[src/rtl/lcd_pixel_compositor.sv]
// Two-stage LCD pixel compositor: priority resolve, palette lookup and aligned timing outputs.
// Optional grid overlay is enabled by defining LCD_COMP_GRID_EN.
module lcd_pixel_compositor #(
  parameter int NUM_OVL   = 2,
  parameter int TILE_LOG2 = 5,
  parameter int XW        = 11,
  parameter int COLOR_W   = 8
) (
  input  logic                   clk,
  input  logic                   rst,
  input  logic                   de_in,
  input  logic                   hsync_in,
  input  logic                   vsync_in,
  input  logic [XW-1:0]          x,
  input  logic [XW-1:0]          y,
  input  logic                   frame_start,
  input  logic [1:0]             tile_type,
  input  logic [NUM_OVL-1:0]     ovl_hit,
  input  logic                   pal_we,
  input  logic [3:0]             pal_addr,
  input  logic [3*COLOR_W-1:0]   pal_wdata,
  output logic [3*COLOR_W-1:0]   rgb,
  output logic                   de_out,
  output logic                   hsync_out,
  output logic                   vsync_out,
  output logic                   pal_dirty
);

  localparam int GRID_IDX = 4 + NUM_OVL;
`ifdef LCD_COMP_GRID_EN
  localparam int NPAL = 4 + NUM_OVL + 1;
`else
  localparam int NPAL = 4 + NUM_OVL;
`endif
  localparam int IDX_W = $clog2(NPAL);
  localparam logic [4:0] LOW_LIMIT = 5'(4 + NUM_OVL);

  // Reset colours are defined at 8 bits per channel; narrower builds keep the MSBs.
  function automatic logic [3*COLOR_W-1:0] pal_default(input int idx);
    logic [23:0] c;
    if (idx == GRID_IDX)  c = 24'hC0C0C0;
    else if (idx == 0)    c = 24'hFFFFFF;
    else if (idx == 1)    c = 24'h08FF00;
    else if (idx == 2)    c = 24'h808080;
    else if (idx == 3)    c = 24'hFF0000;
    else if (idx == 4)    c = 24'hFF8800;
    else if (idx == 5)    c = 24'h0808FF;
    else                  c = 24'hFFFFFF;
    return {c[23 -: COLOR_W], c[15 -: COLOR_W], c[7 -: COLOR_W]};
  endfunction

  logic [3*COLOR_W-1:0] shadow_q [NPAL];
  logic [3*COLOR_W-1:0] shadow_d [NPAL];
  logic [3*COLOR_W-1:0] active_q [NPAL];
  logic [3*COLOR_W-1:0] active_d [NPAL];
  logic                 dirty_q, dirty_d;
  logic                 wr_ok_s;
  logic [IDX_W-1:0]     wr_idx_s;

  logic                 de1_q, de1_d, hs1_q, hs1_d, vs1_q, vs1_d;
  logic [1:0]           tile1_q, tile1_d;
  logic [NUM_OVL-1:0]   ovl1_q, ovl1_d;
  logic                 grid1_q, grid1_d;

  logic [3*COLOR_W-1:0] rgb_q, rgb_d, ovl_col_s;
  logic                 de2_q, hs2_q, vs2_q;
  logic                 unused_xy;

  assign unused_xy = ^{x, y};

  // Decode palette write address; out-of-range addresses are dropped.
  always_comb begin
    wr_ok_s  = 1'b0;
    wr_idx_s = '0;
    if (pal_we && ({1'b0, pal_addr} < LOW_LIMIT)) begin
      wr_ok_s  = 1'b1;
      wr_idx_s = IDX_W'(pal_addr);
    end
`ifdef LCD_COMP_GRID_EN
    else if (pal_we && pal_addr == 4'd15) begin
      wr_ok_s  = 1'b1;
      wr_idx_s = IDX_W'(GRID_IDX);
    end
`endif
    else begin
      wr_ok_s  = 1'b0;
    end
  end

  // Shadow update and atomic commit; a same-cycle write rides along into the commit.
  always_comb begin
    for (int i = 0; i < NPAL; i++) begin
      shadow_d[i] = (wr_ok_s && (int'(wr_idx_s) == i)) ? pal_wdata : shadow_q[i];
      active_d[i] = frame_start ? shadow_d[i] : active_q[i];
    end
    if (frame_start) dirty_d = 1'b0;
    else if (wr_ok_s) dirty_d = 1'b1;
    else dirty_d = dirty_q;
  end

  // Palette register sets and dirty flag.
  always_ff @(posedge clk or negedge rst) begin
    if (!rst) begin
      for (int i = 0; i < NPAL; i++) begin
        shadow_q[i] <= pal_default(i);
        active_q[i] <= pal_default(i);
      end
      dirty_q <= 1'b0;
    end else begin
      for (int i = 0; i < NPAL; i++) begin
        shadow_q[i] <= shadow_d[i];
        active_q[i] <= active_d[i];
      end
      dirty_q <= dirty_d;
    end
  end

  // Stage 1 next-state: capture timing, tile, overlays and grid flag.
  always_comb begin
    de1_d   = de_in;
    hs1_d   = hsync_in;
    vs1_d   = vsync_in;
    tile1_d = tile_type;
    ovl1_d  = ovl_hit;
`ifdef LCD_COMP_GRID_EN
    grid1_d = (x[TILE_LOG2-1:0] == '0) || (y[TILE_LOG2-1:0] == '0);
`else
    grid1_d = 1'b0;
`endif
  end

  // Lowest-index overlay wins, so scan from the top down.
  always_comb begin
    ovl_col_s = '0;
    for (int i = NUM_OVL - 1; i >= 0; i--) begin
      ovl_col_s = ovl1_q[i] ? active_q[4+i] : ovl_col_s;
    end
  end

  // Stage 2 colour priority resolve against the active palette.
  always_comb begin
    rgb_d = '0;
    if (!de1_q) rgb_d = '0;
    else if (|ovl1_q) rgb_d = ovl_col_s;
`ifdef LCD_COMP_GRID_EN
    else if (grid1_q && tile1_q == 2'd0) rgb_d = active_q[GRID_IDX];
`endif
    else rgb_d = active_q[tile1_q];
  end

  // Pipeline registers for both stages.
  always_ff @(posedge clk or negedge rst) begin
    if (!rst) begin
      de1_q   <= 1'b0;
      hs1_q   <= 1'b0;
      vs1_q   <= 1'b0;
      tile1_q <= 2'd0;
      ovl1_q  <= '0;
      grid1_q <= 1'b0;
      rgb_q   <= '0;
      de2_q   <= 1'b0;
      hs2_q   <= 1'b0;
      vs2_q   <= 1'b0;
    end else begin
      de1_q   <= de1_d;
      hs1_q   <= hs1_d;
      vs1_q   <= vs1_d;
      tile1_q <= tile1_d;
      ovl1_q  <= ovl1_d;
      grid1_q <= grid1_d;
      rgb_q   <= rgb_d;
      de2_q   <= de1_q;
      hs2_q   <= hs1_q;
      vs2_q   <= vs1_q;
    end
  end

  assign rgb       = rgb_q;
  assign de_out    = de2_q;
  assign hsync_out = hs2_q;
  assign vsync_out = vs2_q;
  assign pal_dirty = dirty_q;

endmodule
[config.mk]
export PLATFORM = sky130hd
export DESIGN_NAME = lcd_pixel_compositor
export DESIGN_NICKNAME = d
export VERILOG_FILES = /design/src/rtl/lcd_pixel_compositor.sv
export SDC_FILE = /design/constraint.sdc
export NUM_CORES = 1
export LEC_CHECK = 0
export ABC_AREA = 1
export CORE_UTILIZATION = 40
export DETAILED_ROUTE_END_ITERATION = 10
export HOLD_SLACK_MARGIN = 0.03
export PLACE_DENSITY_LB_ADDON = 0.2
export SKIP_LAST_GASP = 1
export SYNTH_ARGS = -nofsm -noshare
export SYNTH_HDL_FRONTEND = slang
export SYNTH_SLANG_ARGS = --single-unit
[constraint.sdc]
create_clock -name clk -period 2.6 [get_ports clk]
set_clock_uncertainty 0.15 [all_clocks]
set_input_delay 0.39 -clock clk [delete_from_list [all_inputs] [get_ports clk]]
set_output_delay 0.39 -clock clk [all_outputs]
set_load 0.005 [all_outputs]
==> results_dict.tcl <==
set metrics [dict create \
    pwr-share-comb 0.157 \
    finalCritPeriodShare 0.7535 \
    hold_depth 1 \
    syn_area_um2 14630 \
    die_w_um 193.2 \
    ctsResizeCount 0 \
    fin_cells 2316 \
    ctsHtreeMaxLevel 2 \
    seq_area_um2 8244 \
    io_pins 89 \
    status "finished with violations" \
    area_growth_pct 18.01 \
    cts_root_buf "clkbuf_16" \
    grt_pass1_wl_mm 63.81 \
    avgSynthCellArea_um2 8.256 \
    max_slew.worst_pin.slew_ns 0.7376 \
    start_kind "register" \
    cp.required_ns 2.06 \
    dp_cells 2251 \
    period_minus_slack_ns 1.959 \
    grt_max_degree 146 \
    n_antenna_cell 0 \
    worst-path-stages 1 \
    gp_congestion 0.8055 \
    crit_buf_inv 1 \
    core.rowCount 69 \
    clock_path_buffers 3 \
    routed_wl_mm 39.32 \
    max_cap_violations 0 \
    vias 11400 \
    post_drt_wl_per_cell_um 16.98 \
    netSwitchingPower_mw 3.583 \
    ys_seq_elements 323 \
    placement.io_buffers 66 \
    timing.critical_path.arrival_ns 1.42 \
    pwr-share-clk 0.373 \
    synth.distinct_cells 20 \
    worstSetupPathType "reg2out" \
    ys_seq_area_frac 0.5635 \
    power.density_nw_per_um2 791.5 \
    endpoint_kind "output pin" \
    drt_iter0_markers 830 \
    final_nets 1890 \
    drt_pass1_iterations 8 \
    p_sw_frac 0.2622 \
    hold-worst-slack_ns 0.1556 \
    dp_hpwl_mm 24.28 \
    p_leak_nw 8.580 \
    grt_pass1_vias 11420 \
    internal-power_mw 10.08 \
    coreArea_um2 35740 \
    syn_inst 1772 \
    setup_violations 0 \
    worstPathMaxFanout 2 \
    cpLargestDelayFamily "buffers and inverters" \
    fillers 3494 \
    fmax_ghz 0.5105 \
    insertion_delay_ns 0.52 \
    viasPerCell 4.922 \
    worstHoldPathType "in2reg" \
    slowest_stage "clkdlybuf4s50_1" \
    rsz0062_at_grt "false" \
    grt_usage 0.2157 \
    layout_commonest_cell "nand2_1" \
    r2r_cells 7 \
    peakVddDrop_v 0.0004744 \
    cts_tree "built" \
    synth.area.top_cells "dfrtp_1 (33%), dfstp_2 (23%), nand2_1 (15%)" \
    synth_warnings 0 \
    clock_sinks 323 \
    slowest_delay_ns 0.55 \
    hold_viol 0 \
    die_area_um2 37340 \
    drc 1 \
    start_util 0.4093 \
    drive_above_1_share 0.1332 \
    synth_top_cell_by_area "dfrtp_1" \
    antenna_found_initial 0 \
    synth_top_area_share 0.3336 \
    setup_ws_ns 0.6410 \
    p_seq_frac 0.470 \
    numCtsBuffers 36 \
    crit_chain "clkdlybuf4s50_1" \
    violations "design-rule violations" \
    final_cell_mix "nand2_1 (586), nand3_1 (215), inv_1 (198)" \
    place_ws_ns 0.2490 \
    multiInputGateArea_um2 5205 \
    path_clk_slew_ns 0.06 \
    slew_viol_final 0 \
    grt_overflow_total 0 \
    die_height_um 193.2 \
    antenna_left 0 \
    fin_tns_setup_ns 0 \
    maxSlewHeadroom 0.5083 \
    syn_nets 1833 \
]
[logic make-up (layout without fill, tap and decap cells)]
kind of cell / after synthesis / count (layout) / share of synthesized area
buffers and inverters: 304 / 387 / 0.08117
DFF: 323 / 323 / 0.5635
and+or+nand+nor: 1047 / 1047 / 0.3135
AOI/OAI and AO/OA: 98 / 98 / 0.04191
[synth_stat cells (all sizes together)]
| cell type | number |
|---|---|
| nand3 | 215 |
| a21boi | 1 |
| nand2 | 586 |
| o21ai | 47 |
| dfrtp | 195 |
| nand4 | 53 |
| clkinv | 1 |
| nor3 | 1 |
| clkbuf | 55 |
| dfstp | 128 |
| nor2 | 96 |
| buf | 44 |
| inv | 204 |
| and2 | 96 |
| a21oi | 2 |
| o21a | 48 |
[state kept, by name, indices dropped and copies added, names as in the netlist]
signal and flops:
hsync_out 1, shadow_q 144, tile1_q 2, pal_dirty 1, ovl1_q 2, hs1_q 1
vs1_q 1, rgb 24, de1_q 1, active_q 144, de_out 1, vsync_out 1
[per-stage QoR]
stage                     area, um^2  utilization  power, mW
after CTS                      17260       0.4830      13.79
after global placement         16060       0.4495      8.571
after global routing           17260       0.4830      14.39
after floorplan                14630            -      7.871
after detailed placement       16060       0.4495      8.638
final                          17260       0.4830      13.66
[area by class of cell]
cell class              instances  area share
flip-flops and latches        323      0.4775
multi-input cells            1145      0.3015
repair buffers                118     0.07392
clock buffers                  60     0.06617
inverters                     205     0.04472
well taps                     461     0.03341
clock inverters                 4    0.002754
[power groups by stage]
stage | Sequential (mW) | Combinational, mW | Clock (mW)
2_1_floorplan | 6.41 | 1.46 | 0
3_3_place_gp | 6.47 | 2.10 | 0
3_5_place_dp | 6.50 | 2.14 | 0
4_1_cts | 6.42 | 2.16 | 5.20
5_1_grt | 6.51 | 2.47 | 5.41
6_report | 6.42 | 2.15 | 5.10
[metal layers]
metal / global-route usage / part of all wire / up-vias
met5: 0 / 0 / -
met4: 0.06696 / 0.026 / 0
met3: 0.04097 / 0.064 / 63
met2: 0.3245 / 0.43 / 297
met1: 0.3141 / 0.48 / 5409
li1: - / - / 5630
[worst paths after layout]
path                       slack (ns)                  start                        end
max                              0.64  pal_dirty$_DFFE_PN0P_                  pal_dirty
min                              0.16               hsync_in            hs1_q$_DFF_PN0_
max reg2reg                      0.73    ovl1_q[0]$_DFF_PN0_           rgb[1]$_DFF_PN0_
min reg2reg                      0.20        hs1_q$_DFF_PN0_        hsync_out$_DFF_PN0_
max in group asynchronous        1.17                    rst  active_q[110]$_DFFE_PN1P_
min in group asynchronous        0.30                    rst            hs1_q$_DFF_PN0_
[what timing repair did]
item,4_1_cts,5_1_grt
hold endpoints to repair,39,0
hold buffers,1,0
buffers inserted,0,0
Power figures use the tool's default switching activity.
